### src/rtl/cacheline_arbiter.sv
// cacheline_arbiter
//
// Shares the single physical-memory port (256-bit cacheline bus) between
// the instruction cache and the data cache. One cache owns the port at a
// time. It keeps ownership until memory answers, and the answer is routed
// back to that cache only. When both caches want the port, ownership
// alternates so that neither can starve the other.
//
// Ports
//   clk, rst                    clock and asynchronous active-high reset
//   i_pmem_*                    icache line-fill side (read only)
//   d_pmem_*                    dcache line-fill / write-back side
//   pmem_*                      memory / L2 side
//
// Read data is broadcast to both caches at all times. Only the per-cache
// resp strobe says whose data it is.
module cacheline_arbiter #(
    parameter int s_addr = 32,
    parameter int s_line = 256
) (
    input  logic              clk,
    input  logic              rst,

    input  logic [s_addr-1:0] i_pmem_address,
    input  logic              i_pmem_read,
    output logic [s_line-1:0] i_pmem_rdata,
    output logic              i_pmem_resp,

    input  logic [s_addr-1:0] d_pmem_address,
    input  logic              d_pmem_read,
    input  logic              d_pmem_write,
    input  logic [s_line-1:0] d_pmem_wdata,
    output logic [s_line-1:0] d_pmem_rdata,
    output logic              d_pmem_resp,

    output logic [s_addr-1:0] pmem_address,
    output logic              pmem_read,
    output logic              pmem_write,
    output logic [s_line-1:0] pmem_wdata,
    input  logic [s_line-1:0] pmem_rdata,
    input  logic              pmem_resp
);

    typedef enum logic [1:0] {
        IDLE    = 2'd0,
        GRANT_I = 2'd1,
        GRANT_D = 2'd2,
        RELEASE = 2'd3
    } state_e;

    state_e state_q, state_d;
    logic   last_d_q, last_d_d;
    logic   i_req, d_req;

    assign i_req = i_pmem_read;
    assign d_req = d_pmem_read | d_pmem_write;

    // State register. last_d_q records whether the most recent completed
    // grant went to the dcache. Reset clears it, so the first contended
    // grant goes to the dcache.
    always_ff @(posedge clk or posedge rst) begin
        if (rst) begin
            state_q  <= IDLE;
            last_d_q <= 1'b0;
        end else begin
            state_q  <= state_d;
            last_d_q <= last_d_d;
        end
    end

    // Next-state and output logic. Every memory-side output defaults to
    // zero. The owner's request lines are forwarded combinationally only
    // while a grant is held. The RELEASE state sits between a response and
    // the next arbitration. It gives the finished cache one cycle to drop
    // its request, so that request is not mistaken for a new one.
    always_comb begin
        state_d      = state_q;
        last_d_d     = last_d_q;
        pmem_address = '0;
        pmem_read    = 1'b0;
        pmem_write   = 1'b0;
        pmem_wdata   = '0;
        i_pmem_resp  = 1'b0;
        d_pmem_resp  = 1'b0;
        i_pmem_rdata = pmem_rdata;
        d_pmem_rdata = pmem_rdata;

        case (state_q)
            IDLE: begin
                if (i_req && d_req) begin
                    state_d = last_d_q ? GRANT_I : GRANT_D;
                end else if (d_req) begin
                    state_d = GRANT_D;
                end else if (i_req) begin
                    state_d = GRANT_I;
                end
            end

            GRANT_I: begin
                pmem_address = i_pmem_address;
                pmem_read    = i_pmem_read;
                i_pmem_resp  = pmem_resp;
                if (pmem_resp) begin
                    state_d  = RELEASE;
                    last_d_d = 1'b0;
                end
            end

            GRANT_D: begin
                pmem_address = d_pmem_address;
                pmem_read    = d_pmem_read;
                pmem_write   = d_pmem_write;
                pmem_wdata   = d_pmem_wdata;
                d_pmem_resp  = pmem_resp;
                if (pmem_resp) begin
                    state_d  = RELEASE;
                    last_d_d = 1'b1;
                end
            end

            RELEASE: begin
                state_d = IDLE;
            end

            default: begin
                state_d = IDLE;
            end
        endcase
    end

endmodule
### config.mk
export PLATFORM = sky130hd
export DESIGN_NAME = cacheline_arbiter
export DESIGN_NICKNAME = d
export VERILOG_FILES = /design/src/rtl/cacheline_arbiter.sv
export SDC_FILE = /design/constraint.sdc
export NUM_CORES = 1
export LEC_CHECK = 0
export BUFFER_PORTS_ARGS = -buffer_cell sky130_fd_sc_hd__buf_2
export CAP_MARGIN = 20
export CORE_AREA = 8 8 531 533
export CTS_CLUSTER_DIAMETER = 200
export DETAILED_ROUTE_END_ITERATION = 7
export DIE_AREA = 0 0 539 541
export PLACE_DENSITY = 0.3
export SLEW_MARGIN = 20
export SYNTH_ARGS = -nofsm -noshare
export SYNTH_HDL_FRONTEND = slang
export SYNTH_SLANG_ARGS = --single-unit
export TNS_END_PERCENT = 100
### constraint.sdc
create_clock -name clk -period 1.5 [get_ports clk]
set_clock_uncertainty 0.05 [all_clocks]
set_input_delay 0.15 -clock clk [delete_from_list [all_inputs] [get_ports clk]]
set_output_delay 0.15 -clock clk [all_outputs]
set_load 0.01 [all_outputs]
==> results.toml <==
[critical_path]
crit_start = "state_q[0]"
cp.arrival_ps = 1810
slowest_stage = "dfrtp_1"
r2r-start = "state_q[1]"
path_delay_family = "buffers and inverters"
cp-start-kind = "register"
worstPathCellList = "inv_2 -> ha_4 -> buf_16 -> buf_16 -> and2_1 -> buf_2"
path_class = "reg2out"
critical-path-max-stage-delay_ps = 380
r2r-end = "state_q[1]"
crit_buf_inv = 4
r2r_cells = 7
rrSetupSlack_ps = -120
critPathMaxFanout = 34
endpoint_kind = "primary output"
worst_path_most_repeated_cell = "buf_16"
required_ps = 1300

[route]
drt_pass1_iterations = 5
wl_per_cell_microns = 39.7
initialDrtViolationCount = 415
ant_nets = 0
routed_wl_mm = 185
drc_errors = 0
vias_per_cell = 1.67
num_vias = 7793

[timing]
fin_setup_tns_ps = -104780
period_needed_ps = 2010
fin_ws_ps = -509
final_max_slew_viol_count = 0
max_freq_ghz = 0.498
fin_crit_sh = 1.34
hold_violations = 0
rsz0062_at_grt = "yes"
worstMarginPinSlew_ps = 289
setup_viol_count_final = 294
maxSlewHeadroom = 0.807

[cts]
clock_path_buffers = 2
h-tree-depth = 1
clkTransAtPathRegs_ps = 30
clock_sinks = 3
cts_root_buffer = "clkbuf_16"
cts_inserted_buffers = 3
clock_latency_ps = 220
cts_tree = "done"

[min_path]
hold_depth = 3
min_path_type = "in2reg"
hold_end = "last_d_q"
worstHoldStart = "pmem_resp"

[floorplan]
core_sq_um = 273000
die_w_microns = 539
rows = 192
start_util = 0.0232
ios = 1386
die_area_sq_um = 292000
die_h_microns = 541

[synth]
syn_area_per_cell_sq_um = 7.04
syn_area_sq_um = 6330
netlist.area_leader.share = 0.608
syn_nets = 1485
synth_seq_area_share = 0.0119
synth.area.top_cells = "buf_4 61%, and2_1 26%, a22oi_1 3.9%, nor2b_1 3.3%, clkbuf_2 1.7%"
netlist_instances = 899
synth.distinct_cells = 20
ys_seq_elements = 3
ys_warn_count = 0
synth_largest_area_cell = "buf_4"

[cells_and_area]
mostFrequentLayoutCell = "buf_2"
nFillCells = 32354
finalInstanceArea_sq_um = 14100
fin_nets = 1637
area_delta_synth_final_pct = 122
final_layout_size_suffix_gt1_frac = 0.862
final_cell_mix = "410 x buf_2, 151 x and2_4, 123 x buf_6"

[power_and_ir_drop]
comb_power_share = 0.974
p_switching_w = 0.0111
cellInternalPower_w = 0.0123
p_leak_nw = 5.19
p_seq_frac = 0.008
p_per_area_nw_per_um2 = 1660
vdd_ir_drop_max_mv = 0.725
swShare = 0.473
clockPowerShare = 0.018

[outcome]
violations = "negative setup slack"
outcome = "complete, but fails checks"

[global_routing]
grt_max_degree = 36
grt_usage = 0.116
overflow = 0
antenna_found_initial = 180
grt_pass1_vias = 7164
grt_pass1_wl_mm = 198

[place]
dp_hpwl_mm = 171
place_area_sq_um = 11300
gp_congestion = 0.927
port_buffers = 617

[job]
maxCapViolations = 0
[state kept, by name (all words and copies together) (netlist names)]
register and count:
last_d_q 1, state_q 2
[layout make-up]
class | count | area (sq um) | share of cell area
timing repair buffer | 698 | 6480 | 0.461
tap | 3589 | 4490 | 0.319
multi-input combinational | 340 | 2870 | 0.204
clock buffer | 4 | 78.8 | 0.00561
sequential | 3 | 76.3 | 0.00543
antenna | 18 | 45.0 | 0.00320
inverter | 5 | 18.8 | 0.00133
[through the flow]
step | util | total power (W) | hold WS [ps] | cells | worst slack (ps)
after global placement | 0.0414 | 0.0147 | -23.8 | 4578 | -271
after global routing | 0.0514 | 0.0246 | 196 | 4648 | -512
after CTS | 0.0454 | 0.0192 | 165 | 4613 | -440
after detailed placement | 0.0414 | 0.0148 | -17.6 | 4578 | -301
after floorplan | - | 0.00640 | -146 | 899 | 65.4
final | 0.0515 | 0.0234 | 163 | 4657 | -509
[power by group through the flow]
stage	Clock [W]	Combinational [W]	Sequential (W)
5_1_grt	0.000440	0.0240	0.000186
3_3_place_gp	0	0.0146	0.000170
4_1_cts	0.000425	0.0186	0.000183
6_report	0.000421	0.0228	0.000180
3_5_place_dp	0	0.0146	0.000171
2_1_floorplan	0	0.00625	0.000153
[synthesized netlist by cell type]
cell type	n
buf_4	512
and2_1	259
a22oi_1	33
nor2b_1	33
clkbuf_2	21
buf_2	11
clkbuf_1	7
ha_1	4
inv_1	4
dfrtp_1	3
nand2b_1	2
nor2_1	2
and2b_2	1
inv_2	1
nand2_1	1
o21ai_0	1
o22a_1	1
o22ai_1	1
o311ai_2	1
o31a_1	1
[per-layer routing]
layer	global-route usage	share of wire	up-vias
met5	0	0.00094	-
met2	0.179	0.42	1502
met4	0.0255	0.038	26
met1	0.0879	0.26	3228
met3	0.155	0.28	479
li1	-	-	2558
[worst min-delay path: stages]
cell	delay [ps]
buf_2	130
nand2_1	60
o21ai_0	60
[logic make-up (layout without fill, tap and decap cells)]
logic type,Yosys count,count (layout),synth area share
flip-flops,3,3,0.0119
adder cells (fa/ha/maj),4,4,0.00791
AO/OA/AOI/OAI,38,38,0.0463
AND/OR/NAND/NOR,298,298,0.294
other,0,18,0
buffers and inverters,556,707,0.640
[what timing repair did]
action	4_1_cts	5_1_grt
setup endpoints to repair	294	295
gates cloned	10	22
endpoints found under the hold margin	3	0
hold buffers	1	0
pin swaps	3	15
resized for setup	154	339
buffers inserted	20	13
[how the worst max path moves through the flow]
stage | slack (ps) | depth (start not counted) | to
3_3_place_gp | -270 | 5 | pmem_address[27]
4_1_cts | -440 | 7 | pmem_wdata[223]
3_5_place_dp | -300 | 6 | pmem_wdata[211]
5_1_grt | -510 | 7 | pmem_wdata[121]
6_report | -510 | 6 | pmem_wdata[212]
2_1_floorplan | 70 | 4 | pmem_address[0]
Power figures use the tool's default switching activity.
